===== config.mk =====
export PLATFORM = sky130hd
export DESIGN_NAME = counter_n_buttons
export DESIGN_NICKNAME = d
export VERILOG_FILES = /design/src/rtl/counter_n_buttons.sv
export SDC_FILE = /design/constraint.sdc
export NUM_CORES = 1
export LEC_CHECK = 0
export BUFFER_PORTS_ARGS = -buffer_cell sky130_fd_sc_hd__buf_2
export CAP_MARGIN = 15
export CELL_PAD_IN_SITES_DETAIL_PLACEMENT = 1
export CELL_PAD_IN_SITES_GLOBAL_PLACEMENT = 2
export CORE_ASPECT_RATIO = 0.5
export CORE_UTILIZATION = 30
export DETAILED_ROUTE_END_ITERATION = 16
export PLACE_DENSITY_LB_ADDON = 0.1
export RECOVER_POWER = 100
export REMOVE_ABC_BUFFERS = 1
export SLEW_MARGIN = 25
export SYNTH_ARGS = -nofsm -noshare
export SYNTH_HDL_FRONTEND = slang
export SYNTH_SLANG_ARGS = --single-unit

===== constraint.sdc =====
create_clock -name Clk -period 3.1 [get_ports Clk]
set_input_delay 0.775 -clock Clk [delete_from_list [all_inputs] [get_ports Clk]]
set_output_delay 0.775 -clock Clk [all_outputs]
set_load 0.005 [all_outputs]

===== src/rtl/counter_n_buttons.sv =====
// Up/down counter driven by three active-low push buttons.
// Each button is synchronised, debounced and edge-detected into one press event.
module counter_n_buttons #(
    parameter int WIDTH           = 4,
    parameter int STEP_N          = 3,
    parameter int DEBOUNCE_CYCLES = 4
) (
    input  logic             Clk,
    input  logic             Rst,
    input  logic [2:0]       Push,
    output logic [WIDTH-1:0] Cnt_o_LED,
    output logic [6:0]       Cnt_o_FND
);

    localparam int               DB_W    = $clog2(DEBOUNCE_CYCLES + 1);
    localparam logic [DB_W-1:0]  DB_LAST = DB_W'(DEBOUNCE_CYCLES - 1);
    localparam logic [DB_W-1:0]  DB_ONE  = DB_W'(1);
    localparam logic [WIDTH-1:0] ONE_W   = WIDTH'(1);
    localparam logic [WIDTH-1:0] ZERO_W  = WIDTH'(0);
    localparam logic [WIDTH-1:0] STEP_W  = WIDTH'(STEP_N);

    logic [2:0]       sync1_r;
    logic [2:0]       sync2_r;
    logic [2:0]       press_s;
    logic [WIDTH-1:0] count_r;
    logic [WIDTH-1:0] count_next_s;

    // Hex digit to active-low segments {g,f,e,d,c,b,a}
    function automatic logic [6:0] hex_to_seg(input logic [3:0] val);
        logic [6:0] seg;
        case (val)
            4'h0:    seg = 7'b1000000;
            4'h1:    seg = 7'b1111001;
            4'h2:    seg = 7'b0100100;
            4'h3:    seg = 7'b0110000;
            4'h4:    seg = 7'b0011001;
            4'h5:    seg = 7'b0010010;
            4'h6:    seg = 7'b0000010;
            4'h7:    seg = 7'b1111000;
            4'h8:    seg = 7'b0000000;
            4'h9:    seg = 7'b0010000;
            4'hA:    seg = 7'b0001000;
            4'hB:    seg = 7'b0000011;
            4'hC:    seg = 7'b1000110;
            4'hD:    seg = 7'b0100001;
            4'hE:    seg = 7'b0000110;
            4'hF:    seg = 7'b0001110;
            default: seg = 7'b1111111;
        endcase
        return seg;
    endfunction

    // Two-flop synchroniser; released (1) is the reset level so no press appears out of reset
    always_ff @(posedge Clk or negedge Rst) begin
        if (!Rst) begin
            sync1_r <= 3'b111;
            sync2_r <= 3'b111;
        end else begin
            sync1_r <= Push;
            sync2_r <= sync1_r;
        end
    end

    for (genvar i = 0; i < 3; i++) begin : g_btn
        logic            level_r;
        logic            level_d_r;
        logic [DB_W-1:0] db_cnt_r;

        // Debounce: accept the new level after DEBOUNCE_CYCLES consecutive differing samples
        always_ff @(posedge Clk or negedge Rst) begin
            if (!Rst) begin
                level_r  <= 1'b1;
                db_cnt_r <= '0;
            end else if (sync2_r[i] == level_r) begin
                db_cnt_r <= '0;
            end else if (db_cnt_r == DB_LAST) begin
                level_r  <= sync2_r[i];
                db_cnt_r <= '0;
            end else begin
                db_cnt_r <= db_cnt_r + DB_ONE;
            end
        end

        // Previous accepted level for falling-edge detection
        always_ff @(posedge Clk or negedge Rst) begin
            if (!Rst) begin
                level_d_r <= 1'b1;
            end else begin
                level_d_r <= level_r;
            end
        end

        assign press_s[i] = level_d_r & ~level_r;
    end

    // Simultaneous events are summed; the WIDTH-bit result wraps naturally
    always_comb begin
        count_next_s = count_r
                     + (press_s[0] ? ONE_W  : ZERO_W)
                     - (press_s[1] ? ONE_W  : ZERO_W)
                     + (press_s[2] ? STEP_W : ZERO_W);
    end

    // Count register
    always_ff @(posedge Clk or negedge Rst) begin
        if (!Rst) begin
            count_r <= ZERO_W;
        end else begin
            count_r <= count_next_s;
        end
    end

    assign Cnt_o_LED = count_r;
    assign Cnt_o_FND = hex_to_seg(count_r[3:0]);

endmodule


# After elaboration in Yosys (flattened, before gate mapping)
# Memory sizes are Yosys's and may differ from the RTL's.
# Cells that the tools add are included.
word_totals:
  regBits: 25
  mem_bits_ro: 112
  input_bits: 5
  output_inout_bits: 11
  elab_cells: 46
  memories: 1
op_classes:
  addsub: 6
  n_eq_ne: 6
  mux: 9
  bitwise_logic: 9
  reduce_logical: 3
memory_table:
  columns: ["memory", "depth", "word_bits", "rd", "rd_clocked_by_memory_dff", "wr", "line_no", "text"]
  rows:
  - ["(no name shown)", 16, 7, 1, 0, 0, "31", "case (val)"]
op_table:
  columns: ["operator", "n"]
  rows:
  - ["$mux W3", 6]
  - ["$add A3 B1 Y3 const B", 3]
  - ["$eq A3 B2 Y1 const B", 3]
  - ["$not A1 Y1", 6]
  - ["$reduce_and A2 Y1", 3]
  - ["$add A4 B1 Y4", 1]
  - ["$add A4 B2 Y4", 1]
  - ["$sub A4 B1 Y4", 1]
  - ["$and A1 B1 Y1", 3]
  - ["$eq A1 B1 Y1", 3]
  - ["$mux W1", 2]
  - ["$mux W2", 1]

# Depth between registers and ports, before layout
logic_depth:
  ltp_word: 6
  ltp_mapped: 7
  depth_no_buf: 7

# Worst setup path before layout
# Ideal clock, no wire load.
synth_path:
  kind: "register to output"
  from: "register count_r[0] (netlist: Cnt_o_LED[0])"
  to: "output Cnt_o_FND[3]"
  arrival_time_ns: 1.399
  required_time_ns: 2.325
  slack_ns: 0.926
  stages_incl_launch_ff: 5
  path_buffers: 0
  cell_sequence: "dfrtp_1 -> inv_1 -> ha_1 -> inv_1 -> mux4_1"
synth_via:
  elab_chain_cells: 1
synth_lines:
  columns: ["element", "line_no", "text"]
  rows:
  - ["start, declared", "25", "logic [WIDTH-1:0] count_r;"]
  - ["start signal, assigned", "109", "count_r <= count_next_s;"]
  - ["$mem_v2 Z16 W7", null, null]
  - ["end, declared", "12", "output logic [6:0] Cnt_o_FND"]
# No other way between the ends.

# Worst setup path in the final report
# Same ends and word-level chain as after synthesis.

==> impl_metrics.tcl <==
set metrics [dict create \
    drv_cap 0 \
    synthAdderAreaFrac_pct 16.4 \
    synth_top_family_by_area "adder cells" \
    io_buffer_count 15 \
    drtPass1Iterations 3 \
    drt_iter0_drc 3 \
    cp_max_fo 7 \
    ant_nets 0 \
    diodes 0 \
    routedWlPerCell_microns 12.8 \
    grt.busiest_layer "met2" \
    path_clk_slew_ns 0.08 \
    dr_total_vias 750 \
    irDropWorstVdd_v 0.000292 \
    post_synth_and_or_nand_nor_area_fraction_pct 11.1 \
    grt_max_degree 26 \
    clkLatencyLatePin_ns 0.26 \
    synth_warnings 0 \
    final_util_pct 35.8 \
    drt-total-wl_mm 2.15 \
    grt_util_met1_pct 12.5 \
    start_kind "flop" \
    cp-end-kind "primary output" \
    final_hold_viol_count 0 \
    drcViolationCount 0 \
    max_stage_delay_ns 0.49 \
    syn_avg_cell_area_sq_um 12.9 \
    clock_path_buffers 2 \
    cp_top_family "flip-flops" \
    cts-htree-levels 1 \
    viasPerCell 4.46 \
    pwr_density_cell_mw_per_mm2 1080 \
    worstPathArrival_ns 1.91 \
    synth_mux_area_share_pct 8.08 \
    hp-class "reg2reg" \
    synth_compound_area_share_pct 4.85 \
    hpwlAfterDp_mm 1.69 \
    synthCells 96 \
    grt_pass1_wl_mm 3.69 \
    fmax_mhz 372 \
    initial_core_util_pct 31.6 \
    path_class "reg2out" \
    slew_viol_final 0 \
    dieArea_sq_mm 0.00441 \
    reg2regPathDepth 6 \
    fin_tns_setup_ns 0 \
    reg2reg_from "g_btn[1].level_r" \
    antenna_found_initial 0 \
    skew_ns 0.00227 \
    ctsHoldBuffers 0 \
    yosysSeqAreaShare_pct 51.7 \
    die_h_microns 47.4 \
    synth_xor_xnor_area_share_pct 4.24 \
    layout-drive-gt1-share_pct 19.3 \
    cts_buffers 3 \
    cts_resized 0 \
    min_from "sync1_r[1]" \
    gp_congestion 0.700 \
    ys_seq_elements 25 \
    tightest_slew_ns 1.30 \
    grt_usage_pct 11.3 \
    worstPathCellList "inv_1 -> ha_1 -> inv_1 -> mux4_1 -> buf_2" \
    overflow 0 \
    max_slew_margin_pct 13.2 \
    r2r_slack_ns 1.04 \
    rsz0062_at_grt "false" \
    post-cts-setup-buffers 0 \
    cp_common_cell "inv_1" \
    gr-usage-met2_pct 22.1 \
    coreArea_sq_mm 0.00392 \
    grt_pass1_vias 834 \
    r2r_end "Cnt_o_LED[2]" \
    cts_root_buffer "clkbuf_8" \
    path_buf_inv 3 \
    setup_viol 0 \
    cts_tree "yes" \
    cpMaxStageDelayCell "dfrtp_1" \
    boundaryPins 16 \
    hold_end "sync2_r[1]" \
    finalNetCount 135 \
    syn_to_final_growth_pct 13.3 \
    ys_types 27 \
    timing.final.crit_share_pct 86.7 \
    min_path_cells 0 \
    synthesis.area_sq_mm 0.00124 \
    cts.sinks 25 \
    met3_usage_pct 3.81 \
    die_x_microns 92.9 \
    rows 16 \
    worstPathRequired_ns 2.32 \
    status "finished, final reports clean" \
    fin_crit_ns 2.69 \
    leakage_nw 0.645 \
]
-- final cells by class --
class                   instances  area (sq um)
inverters                       9          33.8
fillers                       456          2520
well taps                      54          67.6
multi-input cells              61           553
repair buffers                 15          63.8
clock buffers                   4          45.0
flip-flops and latches         25           641
-- cell usage in the layout, fill, tap and decap left out, types with 2 or more instances in the layout --
cell and n:
a21oi_1 2, buf_2 5, clkbuf_1 10, clkbuf_8 3, dfrtp_1 13, dfstp_1 3
dfstp_2 9, fa_1 2, ha_1 13, inv_1 8, mux2_2 3, mux2i_1 4
nand2b_1 2, nor2_1 4, nor2b_1 5, nor3_1 3, nor3b_1 6, o21ai_0 2
xnor2_1 5
-- power by group --
part | switching (mW) | total, mW | internal, mW | leakage [nW]
registers | 0.117 | 0.580 | 0.463 | 0.291
clock network | 0.0976 | 0.189 | 0.0918 | 0.0228
logic | 0.379 | 0.752 | 0.373 | 0.331
-- worst max-delay path by stage --
stage | cells past startpoint | startpoint | endpoint | slack, ns
global route | 5 | Cnt_o_LED[0] | Cnt_o_FND[3] | 0.26
finish | 5 | Cnt_o_LED[0] | Cnt_o_FND[3] | 0.41
CTS | 5 | Cnt_o_LED[0] | Cnt_o_FND[3] | 0.37
detailed placement | 5 | Cnt_o_LED[0] | Cnt_o_FND[3] | 0.68
floorplan | 4 | Cnt_o_LED[0] | Cnt_o_FND[3] | 0.93
global placement | 5 | Cnt_o_LED[0] | Cnt_o_FND[3] | 0.81
-- registers in the layout (all words and copies together) (netlist names) --
register	cells
g_btn.level_d_r	3
g_btn.db_cnt_r	9
Cnt_o_LED	4
g_btn.level_r	3
sync2_r	3
sync1_r	3
-- worst register-to-register path: cells and delay by family, from the launching register on --
kind	cells	cell delay [ns]
buf+inv	1	0.05
xor+xnor	1	0.15
simple gates	1	0.07
flops	1	0.59
fa+ha+maj	3	1.10
-- cell families after synthesis --
kind of cell / after synthesis
AOI/OAI and AO/OA: 9
xor gates and xnor gates: 6
adders and majority gates: 15
buffers and inverters: 10
DFF: 25
muxes: 8
and+or+nand+nor: 23
-- stage by stage --
stage / total power, mW / hold slack, ns / cells / setup WS, ns / instance area, sq um
global route: 1.69 / 0.366 / 168 / 0.255 / 1400
detailed placement: 1.39 / 0.348 / 164 / 0.676 / 1370
CTS: 1.59 / 0.361 / 168 / 0.371 / 1420
global placement: 1.33 / 0.347 / 164 / 0.811 / 1370
floorplan: 1.10 / 0.345 / 95 / 0.926 / 1230
finish: 1.52 / 0.359 / 168 / 0.412 / 1400
-- cell usage after synthesis --
| cell type | number | share of area, % |
|---|---|---|
| a21oi_1 | 2 | 0.81 |
| buf_6 | 1 | 0.91 |
| nor2b_1 | 5 | 2.5 |
| or2b_1 | 1 | 0.61 |
| inv_1 | 8 | 2.4 |
| fa_1 | 2 | 3.2 |
| xnor2_1 | 5 | 3.5 |
| dfrtp_1 | 13 | 26 |
| o211ai_1 | 1 | 0.61 |
| o2bb2ai_1 | 1 | 0.71 |
| o21ai_0 | 2 | 0.81 |
| mux2i_1 | 4 | 3.2 |
| dfstp_2 | 12 | 25 |
| xor2_1 | 1 | 0.71 |
| nand3_1 | 1 | 0.40 |
| mux2_2 | 3 | 2.7 |
| o31ai_1 | 1 | 0.61 |
| mux4_1 | 1 | 2.1 |
| nand2b_1 | 2 | 1.0 |
| nor3b_1 | 6 | 3.6 |
| a22o_1 | 1 | 0.71 |
| inv_2 | 1 | 0.30 |
| nor2_1 | 4 | 1.2 |
| a21o_1 | 1 | 0.61 |
| ha_1 | 13 | 13 |
| or3_1 | 1 | 0.51 |
| nor3_1 | 3 | 1.2 |
-- per-layer routing --
layer	share of wire (%)	vias to the layer above	routed length [microns]
met5	0	-	0
met4	0.28	0	6
met3	4.9	2	106
met2	51	16	1110
met1	43	373	932
li1	-	359	-
Power figures use the tool's default switching activity.
